===== src/rtl/mcu_exec_core.sv =====
// rtl/mcu_exec_core.sv - multi-cycle MCU execution core with internal register-file memory
module mcu_exec_core #(
  parameter int OP_SZ  = 32,
  parameter int MEM_SZ = 4
) (
  input  logic              clk,
  input  logic              reset,
  input  logic              in_valid,
  output logic              in_ready,
  input  logic [3:0]        op_code,
  input  logic [MEM_SZ-1:0] op0,
  input  logic [MEM_SZ-1:0] op1,
  input  logic [MEM_SZ-1:0] op2,
  input  logic [OP_SZ-1:0]  wdata,
  output logic [OP_SZ-1:0]  out,
  output logic              done,
  output logic              carry,
  output logic              zero,
  output logic              err
);

  localparam int DEPTH = 2 ** MEM_SZ;
  localparam int SHW   = $clog2(OP_SZ);

  typedef enum logic [1:0] {S_IDLE, S_FETCH, S_EXEC, S_DONE} state_t;

  state_t             state_q, state_d;
  logic [3:0]         opc_q, opc_d;
  logic [MEM_SZ-1:0]  src_a_q, src_a_d, src_b_q, src_b_d, dst_q, dst_d;
  logic [OP_SZ-1:0]   wdata_q, wdata_d;
  logic [OP_SZ-1:0]   a_q, a_d, b_q, b_d;
  logic [OP_SZ-1:0]   out_q, out_d;
  logic               carry_q, carry_d, zero_q, zero_d, err_q, err_d;
  logic [OP_SZ-1:0]   mem_q [DEPTH];
  logic [OP_SZ-1:0]   mem_d [DEPTH];

  logic [OP_SZ:0]     sum, diff;
  logic [OP_SZ-1:0]   res;
  logic               res_c, res_err, res_wr;

  // ALU: operates only on the registered operands and captured instruction
  always_comb begin
    sum     = {1'b0, a_q} + {1'b0, b_q};
    diff    = {1'b0, a_q} - {1'b0, b_q};
    res     = '0;
    res_c   = 1'b0;
    res_err = 1'b0;
    res_wr  = 1'b1;
    case (opc_q)
      4'd0: begin res = sum[OP_SZ-1:0];  res_c = sum[OP_SZ];  end
      4'd1: begin res = diff[OP_SZ-1:0]; res_c = diff[OP_SZ]; end
      4'd2: res = a_q << b_q[SHW-1:0];
      4'd3: res = a_q >> b_q[SHW-1:0];
      4'd4: res = a_q & b_q;
      4'd5: res = a_q | b_q;
      4'd6: res = a_q ^ b_q;
      4'd7: res = ~a_q;
      4'd8: res = wdata_q;
      4'd9: begin res = a_q; res_wr = 1'b0; end
      default: begin res_err = 1'b1; res_wr = 1'b0; end
    endcase
  end

  always_comb begin
    state_d  = state_q;
    opc_d    = opc_q;
    src_a_d  = src_a_q;
    src_b_d  = src_b_q;
    dst_d    = dst_q;
    wdata_d  = wdata_q;
    a_d      = a_q;
    b_d      = b_q;
    out_d    = out_q;
    carry_d  = carry_q;
    zero_d   = zero_q;
    err_d    = err_q;
    mem_d    = mem_q;
    in_ready = 1'b0;
    done     = 1'b0;
    case (state_q)
      S_IDLE: begin
        in_ready = 1'b1;
        if (in_valid) begin
          opc_d   = op_code;
          src_a_d = op0;
          dst_d   = op1;
          src_b_d = op2;
          wdata_d = wdata;
          state_d = S_FETCH;
        end
      end
      S_FETCH: begin
        a_d     = mem_q[src_a_q];
        b_d     = mem_q[src_b_q];
        state_d = S_EXEC;
      end
      S_EXEC: begin
        out_d   = res;
        carry_d = res_c;
        zero_d  = (res == '0);
        err_d   = res_err;
        if (res_wr) mem_d[dst_q] = res;
        state_d = S_DONE;
      end
      S_DONE: begin
        done    = 1'b1;
        state_d = S_IDLE;
      end
      default: state_d = S_IDLE;
    endcase
  end

  always_ff @(posedge clk) begin
    if (!reset) begin
      state_q <= S_IDLE;
      opc_q   <= '0;
      src_a_q <= '0;
      src_b_q <= '0;
      dst_q   <= '0;
      wdata_q <= '0;
      a_q     <= '0;
      b_q     <= '0;
      out_q   <= '0;
      carry_q <= 1'b0;
      zero_q  <= 1'b0;
      err_q   <= 1'b0;
      mem_q   <= '{default: '0};
    end else begin
      state_q <= state_d;
      opc_q   <= opc_d;
      src_a_q <= src_a_d;
      src_b_q <= src_b_d;
      dst_q   <= dst_d;
      wdata_q <= wdata_d;
      a_q     <= a_d;
      b_q     <= b_d;
      out_q   <= out_d;
      carry_q <= carry_d;
      zero_q  <= zero_d;
      err_q   <= err_d;
      mem_q   <= mem_d;
    end
  end

  assign out   = out_q;
  assign carry = carry_q;
  assign zero  = zero_q;
  assign err   = err_q;

endmodule


===== config.mk =====
export PLATFORM = sky130hd
export DESIGN_NAME = mcu_exec_core
export DESIGN_NICKNAME = d
export VERILOG_FILES = /design/src/rtl/mcu_exec_core.sv
export SDC_FILE = /design/constraint.sdc
export NUM_CORES = 2
export LEC_CHECK = 0
export CORE_UTILIZATION = 45
export CTS_CLUSTER_SIZE = 14
export DETAILED_ROUTE_END_ITERATION = 8
export GPL_TIMING_DRIVEN = 0
export HOLD_SLACK_MARGIN = 0.08
export SYNTH_ARGS = -nofsm -noshare
export SYNTH_HDL_FRONTEND = slang
export SYNTH_SLANG_ARGS = --single-unit

===== constraint.sdc =====
create_clock -name clk -period 4.4 [get_ports clk]
set_input_delay 0.88 -clock clk [delete_from_list [all_inputs] [get_ports clk]]
set_output_delay 0.88 -clock clk [all_outputs]
set_load 0.01 [all_outputs]

# Word level (Yosys, flattened, before mapping)
# Cells that the tools add are included.
# classes
bitwise_logic,7
n_reduce_logical,8
n_shift,2
addsub,2
n_eq_ne,13
order_cmp,4
mux,17
# ops
cell,n
512-bit bitwise mux,1
32-bit case mux with 10 select lines,1
32-bit binary-select mux with 4-bit select,2
32-bit two-way mux,5
32-bit demux with 4-bit select,1
32-bit by 32-bit adder with 33-bit output,1
32-bit by 32-bit subtractor with 33-bit output,1
32-bit bitwise AND,1
32-bit logical NOT,1
32-bit NOT,1
32-bit bitwise OR,1
32-bit by 5-bit left shift with 32-bit output,1
32-bit by 5-bit right shift with 32-bit output,1
32-bit bitwise XOR,1
4-bit by 3-bit == test with 1-bit output (second input constant),4
5-bit >= comparator (second input constant),3
4-bit NOT with 5-bit output,3
10-bit OR reduction,1
9-bit OR reduction,1
4-bit by 2-bit == test with 1-bit output (second input constant),2
4-bit == test (second input constant),2
2-bit case mux with 4 select lines,1
5-bit by 1-bit less-than comparator with 1-bit output (second input constant),1
2-bit == test (second input constant),2
other kinds (10),14
# totals
input_bits,51
output_inout_bits,37
wordCells,81
reg_bits,661

# Longest topological paths before layout
# logic_depth
depth_word,6
depth_mapped,19
ltp_nobuf,15

# Worst setup path after synthesis
# OpenSTA, ideal clock, no wires.
# synth_timing
kind,register -> register
start,register b_q[2]
end,register zero_q (netlist: zero)
stages_incl_launch_ff,19
path_buffers,5
setup_ns,0.117
setup_slack_ns,0.278
required_time_ns,4.283
arrival_time_ns,4.005
period_less_slack_ns,4.122
cell_sequence,dfxtp_1 -> buf_2 -> inv_2 -> clkbuf_1 -> buf_1 -> ha_1 -> buf_2 -> nor2b_1 -> o21a_1 -> o2111ai_1 -> nand3_1 -> o21ai_0 -> or4b_2 -> and3_1 -> clkbuf_1 -> and4_1 -> and4bb_1 -> nand4_1 -> o21ai_1
# synth_between
elab_chain_cells,3
elab_cells_between_ends,9
classes_between,add/sub: 2; shift: 2; mux: 1; bitwise: 3; reduce/logical: 1
# synth_rtl
item,line_no,text
"start, declared",31,"logic [OP_SZ-1:0] a_q, a_d, b_q, b_d;"
"start signal, assigned",122,b_q <= '0;
"start signal, assigned",136,b_q <= b_d;
32-bit by 32-bit subtractor with 33-bit output (tied with other cells),44,"diff = {1'b0, a_q} - {1'b0, b_q};"
32-bit case mux with 10 select lines (*),49,case (opc_q)
32-bit logical NOT (*),100,zero_d = (res == '0);
"end signal, assigned",139,zero_q <= zero_d;
"end, declared",33,"logic carry_q, carry_d, zero_q, zero_d, err_q, err_d;"
# Mark *: on every way between the ends. The rest lies on a longest branch, timed or not.
# A chain may end at the register's enable or synchronous reset.

# Worst setup path after layout
# layout_timing
start,register b_q[1]
end,register zero_q (netlist: zero)
# The elaborated chain is that of the path after synthesis.

==> flow_summary.ini <==
[outcome]
status = complete, but fails checks
violations = negative setup slack

[placed_design]
io_buffers = 86
dpl.hpwl_mm = 170
place.gp.congestion = 1.13

[die]
rows = 112
die_w_um = 310
start_util_pct = 45.6
die_area_um2 = 96000
pin_count = 88
coreArea_um2 = 93600
fp.dieH_um = 310

[synthesis]
syn_inst = 4238
synth_nets = 4401
synthesis.area_um2 = 42600
synth.area.top_cells = dfxtp_1 (31%), mux4_2 (21%), o211a_1 (11%)
ys_seq_elements = 661
synth_ff_type = dfxtp_1
synth-edff-count = 0
yosysWarnings = 0
synth_top_area_share_pct = 31.0
synth.distinct_cells = 99
syn_avg_cell_area_um2 = 10.1
ys_seq_area_share_pct = 31.0
synthArstFlopShare_pct = 0
yosysTopAreaCell = dfxtp_1

[detailed_routing]
vias = 39600
drc_errors = 0
initialDrtViolationCount = 5065
drt_first_pass_iters = 8
avgRoutedWirePerCell_um = 37.4
drtAntennaViolNets = 0
wirelength_mm = 216
vias_per_cell = 6.87

[global_routing]
grt_pass1_vias = 38100
antenna_found_initial = 13
grt_pass1_wl_mm = 299
grt_util_all_layers_pct = 44.8
grt_overflow = 0
grt_max_degree = 14

[timing]
fin_ws_ns = -0.493
max_freq_mhz = 204
final_max_slew_viol_count = 0
maxSlewHeadroom_pct = 3.82
setup_tns_ns = -1.87
final.min_clock_period_ns = 4.89
fin_crit_sh_pct = 111
rsz0062_at_grt = true
finalHoldViolations = 0
hold_slack_ns = 0.475
finalSetupViolCount = 34
worst_slew_pin_slew_ns = 1.43
fin_skew_ns = 0.0559

[worst_hold_path]
whs_path_depth = 2
hold_class = reg2reg

[critical_path]
startpoint_type = flop
crit_arrival_ns = 5.44
cp_cell_sequence = buf_8, buf_6, buf_6, buf_6, buf_4, mux4_2, mux2i_1, o22ai_1, nor2_1, o211a_4, and3_1, and4_1, and4bb_1, nand4_1, o21ai_1
critPathMostFrequentCell = buf_6
cpPeakStageDelay_ns = 0.78
reg2reg_depth = 15
crit_path_end_kind = flop
crit_type = reg2reg
required_ns = 4.94
crit_fanout = 10
cp_slowest_cell = nor2_1
rrSetupSlack_ns = -0.49

[pwr]
leakage_nw = 22.5
vdd_ir_drop_max_mv = 0.356
power-per-cell-area_nw_per_um2 = 451

[clocking]
clk_pin_slew_worst_paths_ns = 0.06
numCtsBuffers = 75
h-tree-depth = 3
cts_sinks = 661
cts_tree = yes
clock_latency_ns = 0.67
clockBufferDepth = 3
cts_root_buf = clkbuf_16
ctsHoldBuffers = 0

[layout]
synthToLayoutAreaGrowth_pct = 16.5
nets = 4613
fillers = 8645
multi_input_area_um2 = 28000
seq_area_um2 = 13300
drive_above_1_share_pct = 21.9

[flow_run]
max_cap_viol_count = 0
report_power, final:
part	internal, mW	switching, mW
registers	6.37	0.425
logic	3.27	5.85
clock network	3.79	2.71
final timing paths:
| path | start | to |
|---|---|---|
| min reg2reg | wdata_q[4] | wdata_q[4] |
| max | b_q[1] | zero |
| max reg2reg | b_q[1] | zero |
| min | wdata_q[4] | wdata_q[4] |
layout by cell type (no fill, tap or decap), types with 18 or more instances in the layout:
cell,count
mux2i_1,163
mux2_2,30
dfxtp_1,635
nor2b_1,120
nor3_1,33
clkdlybuf4s50_1,86
clkbuf_8,18
buf_6,20
a21boi_0,48
o21ai_0,83
buf_4,71
nor2_1,136
clkbuf_2,38
inv_1,95
ha_1,100
a21oi_1,107
o211ai_1,23
a211oi_1,21
o22ai_1,20
clkbuf_4,27
o211a_1,480
buf_1,43
nand2_1,687
nand2b_1,22
mux4_2,399
nand3_1,47
clkbuf_16,78
a221oi_1,29
clkbuf_1,249
buf_2,61
cell type report:
class                   count  share of cell area, %
multi-input cells        3004                   56.4
flip-flops and latches    661                   26.8
plain buffers             455                   4.64
clock buffers             107                   4.41
well taps                1254                   3.16
repair buffers            152                   3.09
inverters                 101                  0.819
clock inverters            26                  0.700
diodes                      4                 0.0202
cells in the mapped netlist, drive strengths merged, types with 16 or more instances:
| master | instances |
|---|---|
| a211oi | 33 |
| ha | 110 |
| o21ai | 97 |
| and3 | 18 |
| or2 | 17 |
| nand2b | 22 |
| o31ai | 18 |
| o22ai | 20 |
| o211ai | 23 |
| clkbuf | 313 |
| mux2i | 169 |
| nor2 | 153 |
| o211a | 481 |
| inv | 99 |
| mux4 | 399 |
| mux2 | 31 |
| a221oi | 35 |
| dfxtp | 661 |
| nor2b | 122 |
| nand3 | 49 |
| buf | 159 |
| nand2 | 689 |
| a21boi | 50 |
| nand4 | 17 |
| nor3 | 45 |
| a21oi | 123 |
| a21o | 17 |
| a32oi | 16 |
logic make-up (layout without fill, tap and decap cells):
logic type	Yosys count	in the layout	synth area share (%)
flops	661	661	31.0
compound gates	1070	1070	21.1
fa+ha+maj	112	112	3.32
buf+inv	573	841	5.54
simple gates	1209	1209	12.9
mux	599	599	25.9
xor+xnor	14	14	0.288
other cells	0	4	0
registers in the layout (all words and copies together) (netlist names):
register	count
mem_q	512
src_a_q	4
a_q	32
wdata_q	32
opc_q	4
src_b_q	4
b_q	32
zero	1
carry	1
state_q	2
err	1
out	32
dst_q	4
layer usage:
layer	global-route usage (%)	share of wire, %
met5	0	0.042
met2	70.3	45
met4	36.8	9.6
met1	51.8	36
met3	11.3	9.4
through the flow:
| stage | worst slack, ns | util [%] | power, mW | instance area, µm² | cells |
|---|---|---|---|---|---|
| 2_1_floorplan | 0.278 | - | 11.4 | 42600 | 4238 |
| 5_1_grt | -0.322 | 53.1 | 22.9 | 49700 | 5761 |
| 4_1_cts | 0.00160 | 52.4 | 21.8 | 49100 | 5749 |
| 3_3_place_gp | -3.66 | 48.2 | 14.7 | 45100 | 5578 |
| 6_report | -0.493 | 53.1 | 22.4 | 49700 | 5764 |
| 3_5_place_dp | -3.31 | 48.3 | 14.8 | 45200 | 5588 |
what timing repair did:
| item | 4_1_cts | 5_1_grt |
|---|---|---|
| pin swaps | 27 | 16 |
| gates resized for setup | 276 | 161 |
| setup endpoints to repair | 546 | 343 |
| gates cloned | 0 | 0 |
| setup buffers | 40 | 16 |
| hold endpoints to repair | 0 | 0 |
critical path, delay by kind of cell (launching register included):
family	cells	cell delay [ns]
and+or+nand+nor	5	1.73
AOI/OAI and AO/OA	3	0.69
muxes	2	0.74
buffers and inverters	5	1.23
DFF	1	0.37
Note: power is estimated with default switching activity, not from simulation.
